File: src/rtl/ahb_lite_cmd_master.sv
// ahb_lite_cmd_master: turns valid/ready command, write-data and response streams into pipelined AHB-Lite SINGLE/INCR transfers
module ahb_lite_cmd_master #(
    parameter int HADDR_SIZE = 8,
    parameter int HDATA_SIZE = 32
) (
    input  logic                  HCLK,
    input  logic                  HRESET,
    input  logic                  cmd_valid,
    output logic                  cmd_ready,
    input  logic [HADDR_SIZE-1:0] cmd_addr,
    input  logic                  cmd_write,
    input  logic [2:0]            cmd_size,
    input  logic [3:0]            cmd_len,
    input  logic                  wr_valid,
    output logic                  wr_ready,
    input  logic [HDATA_SIZE-1:0] wr_data,
    output logic                  rsp_valid,
    output logic [HDATA_SIZE-1:0] rsp_data,
    output logic                  rsp_err,
    output logic                  done,
    output logic                  done_err,
    output logic                  HSEL,
    output logic [HADDR_SIZE-1:0] HADDR,
    output logic [HDATA_SIZE-1:0] HWDATA,
    output logic                  HWRITE,
    output logic [2:0]            HSIZE,
    output logic [2:0]            HBURST,
    output logic [3:0]            HPROT,
    output logic [1:0]            HTRANS,
    output logic                  HREADY,
    input  logic [HDATA_SIZE-1:0] HRDATA,
    input  logic                  HREADYOUT,
    input  logic                  HRESP
);
    typedef enum logic [1:0] {S_IDLE, S_ADDR, S_LAST, S_ERR} state_t;
    localparam logic [1:0] T_IDLE = 2'b00, T_BUSY = 2'b01, T_NONSEQ = 2'b10, T_SEQ = 2'b11;
    state_t                r_state;
    logic                  r_hsel, r_hwrite, r_dp, r_first, r_done, r_done_err;
    logic [HADDR_SIZE-1:0] r_haddr, r_next;
    logic [HDATA_SIZE-1:0] r_hwdata, r_wbuf;
    logic [2:0]            r_hsize, r_hburst;
    logic [1:0]            r_htrans;
    logic [4:0]            r_left, r_drain;
    logic                  w_accept, w_issue, w_err1;
    assign cmd_ready = (r_state == S_IDLE) && !HRESET;
    assign w_accept  = cmd_valid && cmd_ready;
    assign w_err1    = r_dp && !HREADYOUT && HRESP && (r_state == S_ADDR || r_state == S_LAST);
    assign w_issue   = (r_state == S_ADDR) && HREADYOUT && (r_left != 5'd0) && (!r_hwrite || wr_valid);
    assign wr_ready  = ((r_state == S_ADDR) && r_hwrite && HREADYOUT && (r_left != 5'd0)) ||
                       ((r_state == S_ERR) && (r_drain != 5'd0));
    assign rsp_valid = r_dp && HREADYOUT;
    assign rsp_err   = rsp_valid && HRESP;
    assign rsp_data  = (rsp_valid && !r_hwrite) ? HRDATA : '0;
    assign done      = r_done;
    assign done_err  = r_done_err;
    assign HSEL      = r_hsel;
    assign HADDR     = r_haddr;
    assign HWDATA    = r_hwdata;
    assign HWRITE    = r_hwrite;
    assign HSIZE     = r_hsize;
    assign HBURST    = r_hburst;
    assign HPROT     = 4'b0011;
    assign HTRANS    = r_htrans;
    assign HREADY    = HREADYOUT;
    always_ff @(posedge HCLK) begin
        if (HRESET) begin
            r_state    <= S_IDLE;
            r_hsel     <= 1'b0;
            r_hwrite   <= 1'b0;
            r_dp       <= 1'b0;
            r_first    <= 1'b0;
            r_done     <= 1'b0;
            r_done_err <= 1'b0;
            r_haddr    <= '0;
            r_next     <= '0;
            r_hwdata   <= '0;
            r_wbuf     <= '0;
            r_hsize    <= 3'd0;
            r_hburst   <= 3'd0;
            r_htrans   <= T_IDLE;
            r_left     <= 5'd0;
            r_drain    <= 5'd0;
        end else begin
            r_done     <= 1'b0;
            r_done_err <= 1'b0;
            if (w_err1) begin
                // first error cycle: cancel the pending address phase, drain unissued write words
                r_htrans <= T_IDLE;
                r_hsel   <= 1'b0;
                r_drain  <= r_hwrite ? r_left : 5'd0;
                r_state  <= S_ERR;
            end else begin
                if (HREADYOUT) begin
                    r_dp <= r_htrans[1];
                    if (r_htrans[1] && r_hwrite)
                        r_hwdata <= r_wbuf;
                end
                if (w_accept) begin
                    r_next   <= cmd_addr;
                    r_hwrite <= cmd_write;
                    r_hsize  <= cmd_size;
                    r_hburst <= (cmd_len == 4'd0) ? 3'b000 : 3'b001;
                    r_left   <= {1'b0, cmd_len} + 5'd1;
                    r_first  <= 1'b1;
                    r_state  <= S_ADDR;
                end else if (w_issue) begin
                    r_htrans <= r_first ? T_NONSEQ : T_SEQ;
                    r_hsel   <= 1'b1;
                    r_haddr  <= r_next;
                    r_next   <= r_next + (HADDR_SIZE'(1) << r_hsize);
                    r_first  <= 1'b0;
                    r_left   <= r_left - 5'd1;
                    if (r_hwrite)
                        r_wbuf <= wr_data;
                    if (r_left == 5'd1)
                        r_state <= S_LAST;
                end else if (HREADYOUT && r_state == S_ADDR) begin
                    // write data not ready: idle before the first beat, BUSY mid-burst
                    r_htrans <= r_first ? T_IDLE : T_BUSY;
                    r_hsel   <= !r_first;
                end else if (HREADYOUT && r_state == S_LAST) begin
                    r_htrans <= T_IDLE;
                    r_hsel   <= 1'b0;
                    if (r_dp && !r_htrans[1]) begin
                        r_state <= S_IDLE;
                        r_done  <= 1'b1;
                    end
                end else if (r_state == S_ERR) begin
                    if (wr_valid && r_drain != 5'd0)
                        r_drain <= r_drain - 5'd1;
                    if (!r_dp && r_drain == 5'd0) begin
                        r_state    <= S_IDLE;
                        r_done     <= 1'b1;
                        r_done_err <= 1'b1;
                    end
                end
            end
        end
    end
endmodule

File: config.mk
export PLATFORM = sky130hd
export DESIGN_NAME = ahb_lite_cmd_master
export DESIGN_NICKNAME = d
export VERILOG_FILES = /design/src/rtl/ahb_lite_cmd_master.sv
export SDC_FILE = /design/constraint.sdc
export NUM_CORES = 1
export LEC_CHECK = 0
export CORE_MARGIN = 5
export CORE_UTILIZATION = 40
export DETAILED_ROUTE_END_ITERATION = 8
export PLACE_DENSITY = 0.75
export SLEW_MARGIN = 20
export SYNTH_ARGS = -nofsm -noshare
export SYNTH_HDL_FRONTEND = slang
export SYNTH_SLANG_ARGS = --single-unit
File: constraint.sdc
create_clock -name HCLK -period 2.2 [get_ports HCLK]
set_input_delay 0.44 -clock HCLK [delete_from_list [all_inputs] [get_ports HCLK]]
set_output_delay 0.44 -clock HCLK [all_outputs]
set_load 0.02 [all_outputs]
After elaboration in Yosys (flattened, before gate mapping):

Index checks and enable logic that the tools add are counted.

* shift operators: 1
* add/subtract/negate cells: 4
* reductions and logical operators: 52
* equality and inequality tests: 11
* muxes and demuxes: 37
* bitwise gates (word level): 2

Operators with widths (count)
* 5-bit 2-to-1 mux: 10
* 32-bit 2-to-1 mux: 1
* 2-bit 2-to-1 mux: 12
* 1-bit logical AND: 20
* 5-bit nonzero test: 4
* 8-bit 2-to-1 mux: 2
* 1-bit 2-to-1 mux: 12
* 5-bit by 1-bit subtractor with 5-bit output, second input constant: 2
* 8-bit adder: 1
* 2-bit AND reduction: 4
* 1-bit by 3-bit left shift with 8-bit output, first input constant: 1
* 1-bit logical NOT: 6
* 3-bit AND reduction: 2
* 6-bit AND reduction: 1
* 2-bit nonzero test: 3
* 6-bit OR reduction: 1
* 4-bit by 1-bit adder with 5-bit output, second input constant: 1
* 5-bit by 1-bit equality test with 1-bit output, second input constant: 1
* 5-bit logical NOT: 1
* 5-bit by 4-bit != test with 1-bit output, second input constant: 1
* 5-bit AND reduction: 1
* 5-bit OR reduction: 1
* 2-bit equality test, second input constant: 2
* 4-bit logical NOT: 1
* 11 further kinds: 16

* input port bits: 86
* output and inout bits: 93
* register bits after elaboration: 106
* logic and storage cells: 123

Depth between registers and ports, before layout:

* depth after elaboration: 9
* gate-level depth with buffers: 10

Worst setup path after synthesis:

Ideal clock, no wire load.

* path kind: reg2reg
* start point: reg r_hsize[0], in the netlist HSIZE[0]
* end point: reg r_next[5]
* cell stages (with the launch flop): 10
* library setup time: 0.086 ns
* setup slack: -0.265 ns
* arrival time: 2.380 ns
* period minus slack after synthesis: 2.465 ns
* required time: 2.114 ns
* cell sequence: dfxtp_1 -> clkbuf_1 -> or3b_2 -> inv_1 -> ha_1 -> a21oi_1 -> nor2_1 -> o31a_1 -> o31a_1 -> a211oi_1

* cells in the longest elaborated chain, start to end: 4

RTL lines
* start: declaration: RTL line 41 `logic [2:0] r_hsize, r_hburst;`
* start signal: assignment: RTL line 101 `r_hsize <= cmd_size;`
* 1-bit by 3-bit left shift with 8-bit output: RTL line 110 `r_next <= r_next + (HADDR_SIZE'(1) << r_hsize);`
* 8-bit adder: RTL line 110
* 8-bit 2-to-1 mux: RTL line 106 `end else if (w_issue) begin`
* 8-bit 2-to-1 mux: RTL line 98 `if (w_accept) begin`
* end signal: assignment: RTL line 99 `r_next <= cmd_addr;`
* end signal: assignment: RTL line 110
* end: declaration: RTL line 39 `logic [HADDR_SIZE-1:0] r_haddr, r_next;`

No other way between the ends. The select of a mux whose other input is x is not followed.
A chain may end at the register's enable or synchronous reset.

Worst setup path in the final report:

* start point: reg r_left[0]
* end point: out wr_ready

* cells in the longest elaborated chain, start to end: 3

RTL lines
* start: declaration: RTL line 43 `logic [4:0] r_left, r_drain;`
* start signal: assignment: RTL line 103 `r_left <= {1'b0, cmd_len} + 5'd1;`
* start signal: assignment: RTL line 112 `r_left <= r_left - 5'd1;`
* 5-bit nonzero test: RTL line 49 `assign wr_ready = ((r_state == S_ADDR) && r_hwrite && HREADYOUT && (r_left != 5'd0)) ||`
* 1-bit logical AND: RTL line 49
* 1-bit logical OR: RTL line 49
* end: declaration: RTL line 15 `output logic wr_ready,`

No other way between the ends.

==> flow_metrics.py <==
metrics = {
    "power_and_ir_drop": {
        "ir_worst_vdd_mv": 0.363,
        "finalPower_mw": 4.18,
        "power_density_nw_per_um2": 572,
        "power_leakage_nw": 2.85,
    },
    "grt": {
        "grt_pass1_wl_mm": 24.7,
        "grt_max_degree": 53,
        "grt_overflow": 0,
        "first_global_vias": 5030,
        "antenna_found_initial": 0,
        "grt_use_total": 0.209,
    },
    "setup_path": {
        "slowest_stage": "or4b_4",
        "critPathRequiredTime_ns": 1.76,
        "crit_fanout": 2,
        "r2r-end": "r_drain[4]",
        "r2r_setup_slack_ns": 0.01,
        "worst_setup_path_end_kind": "primary output",
        "worstPathBufferInverterCount": 2,
        "critPathLaunchType": "flop",
        "cp_cell_sequence": "inv_2, ha_4, or4b_4, and4_4, a21o_1, buf_6",
        "worstReg2RegStart": "r_left[0]",
        "critPathMaxStageDelay_ns": 0.47,
        "crit_family": "simple AND/OR/NAND/NOR gates",
        "worstRegToRegCells": 8,
        "worstSetupPathType": "reg -> out",
        "arrival_ns": 1.84,
    },
    "timing": {
        "rsz0062_at_grt": "yes",
        "timing.fmax_mhz": 439,
        "period_needed_ns": 2.28,
        "finalCritPeriodShare": 1.04,
        "finalHoldViolations": 0,
        "worst_pin_slew_ns": 0.531,
        "relSlewSlack": 0.646,
        "slew_viol_final": 0,
        "setup_violations": 1,
        "timing.final.ws_setup_ns": -0.0792,
        "skew_ns": 0.00921,
    },
    "hold_path": {
        "hold_path.class": "reg -> reg",
        "holdPathEnd": "HWDATA[28]",
        "whs_path_depth": 2,
        "hp-start": "r_wbuf[28]",
    },
    "drt": {
        "wl_per_cell_um": 16.2,
        "drtIter0Drc": 383,
        "vias": 4998,
        "drt-total-wl_mm": 15.8,
        "dr.pass1.iters": 5,
        "routed_via_density": 5.14,
        "drc": 0,
        "ant_nets": 0,
    },
    "floorplanning": {
        "num_io_pins": 179,
        "die_x_um": 120,
        "initial_utilization": 0.406,
        "std_cell_rows": 40,
        "die_h_um": 120,
        "die_area_sq_um": 14400,
        "core-area_sq_um": 11900,
    },
    "logic_synthesis": {
        "synth_warnings": 0,
        "synth.cell_area_sq_um": 4840,
        "yosysUniqueCellTypes": 54,
        "synth_top_flop_cell": "dfxtp_1",
        "synth.avg_cell_area_sq_um": 7.74,
        "synthCells": 625,
        "ys_ff_latch": 104,
        "synth-async-reset-ratio": 0,
        "synth_edf_count": 0,
        "yosysSeqAreaShare": 0.431,
    },
    "clocking": {
        "cts_max_path_buffers": 2,
        "cts_tree": "yes",
        "clk_latency_ns": 0.34,
        "h-tree-depth": 3,
        "cts_buffers": 9,
        "cts_num_sinks": 104,
        "ctsHoldBuffers": 0,
        "clk_pin_slew_ns": 0.08,
        "clockRootBuffer": "clkbuf_16",
    },
    "placement": {
        "port_buffers": 172,
        "gp_congestion": 0.903,
        "detailed_place_hpwl_mm": 11.1,
        "dp.cells": 942,
        "place_area_sq_um": 6900,
    },
    "cells_and_area": {
        "layoutNonFillerInstCount": 972,
        "area_growth_syn_to_layout_pct": 51.2,
        "antenna_cells": 0,
        "final_cell_mix": "nand2_1, clkdlybuf4s50_1, dfxtp_1",
        "fin_nets": 926,
        "drive_gt1_frac": 0.173,
        "final_common_cell": "nand2_1",
        "final_area_sq_um": 7310,
    },
    "outcome": {
        "status": "finished, violations left",
        "violations": "negative setup slack",
    },
    "flow_run": {
        "max_cap_violations": 0,
    },
}
==> metal layers <==
layer / routed length, um / up-vias / global-route usage
li1: - / 2465 / -
met1: 6670 / 2333 / 0.257
met2: 7880 / 171 / 0.367
met3: 876 / 29 / 0.0405
met4: 328 / 0 / 0.0637
met5: 0 / - / 0
==> repair_timing <==
| item | 4_1_cts | 5_1_grt |
|---|---|---|
| gates cloned | 1 | 2 |
| setup endpoints to repair | 40 | 76 |
| resized for setup | 125 | 54 |
| buffers inserted | 9 | 3 |
| pin swaps | 7 | 10 |
==> power by group <==
group	switching (mW)	leakage (nW)	total (mW)	internal (mW)
registers	0.0326	0.843	1.95	1.92
clock network	0.744	0.140	1.60	0.851
logic	0.297	1.87	0.636	0.339
total	1.07	2.85	4.18	3.11
==> worst max-delay path by stage <==
stage / startpoint / end / slack (ns) / cells past startpoint
after CTS: r_left[0] / wr_ready / -0.10 / 6
final: r_left[0] / wr_ready / -0.08 / 6
after global placement: HREADYOUT / rsp_data[22] / -0.36 / 6
after global routing: r_left[0] / wr_ready / -0.13 / 6
after floorplan: HSIZE[2] / r_next[5] / 0.04 / 9
after detailed placement: HREADYOUT / rsp_data[12] / -0.39 / 6
==> worst min-delay path, delay by kind of cell (launching register included) <==
kind            cells  cell delay [ns]
flops               1             0.31
simple gates        1             0.05
compound gates      1             0.05
==> cell families (layout without fill, tap and decap cells) <==
logic type                 Yosys count  in the layout  synth area share
adders and majority gates           19             19            0.0507
muxes                                2              2           0.00414
DFF                                104            104             0.431
and+or+nand+nor                    292            292             0.281
buffers and inverters               61            257            0.0543
other                                2              6           0.00155
AOI/OAI and AO/OA                  137            137             0.164
xor gates and xnor gates             8              8            0.0145
==> per-stage QoR <==
step	util	hold slack (ns)	TNS (ns)	worst slack, ns
finish	0.614	0.447	-0.0792	-0.0792
global route	0.614	0.474	-0.218	-0.132
CTS	0.618	0.450	-0.105	-0.105
detailed placement	0.579	0.447	-19.48	-0.390
global placement	0.579	0.435	-16.56	-0.361
floorplan	-	0.432	0	0.0403
==> registers in the layout, summed over array words and instances, names as in the netlist <==
| register | cells |
|---|---|
| r_drain | 5 |
| HADDR | 8 |
| HWDATA | 32 |
| HSIZE | 3 |
| HSEL | 1 |
| r_first | 1 |
| r_state | 2 |
| r_wbuf | 32 |
| r_dp | 1 |
| HBURST | 1 |
| HWRITE | 1 |
| done_err | 1 |
| r_next | 8 |
| HTRANS | 2 |
| done | 1 |
| r_left | 5 |
==> area by class of cell <==
cell class / count / area (sq um)
clock buffer: 10 / 250
sequential: 104 / 2090
tap: 147 / 184
timing repair buffer: 228 / 2050
clock inverter: 5 / 46.3
fill: 1032 / 4600
multi-input combinational: 464 / 2640
inverter: 14 / 52.6
==> Yosys cell counts (4+ instances only) <==
master,n,share of area
a21oi_1,96,0.099
buf_2,6,0.0062
nand2_1,173,0.13
inv_1,14,0.011
ha_1,18,0.047
a311oi_1,4,0.0072
nand3_1,9,0.0093
o21ai_0,9,0.0093
nor3_1,9,0.0093
a211oi_1,10,0.016
xnor2_1,6,0.011
buf_4,7,0.011
clkbuf_1,34,0.026
and2_1,32,0.041
nor2_1,28,0.022
nor2b_1,4,0.0052
nand2b_1,4,0.0052
dfxtp_1,104,0.43
Note: power is estimated with default switching activity, not from simulation.
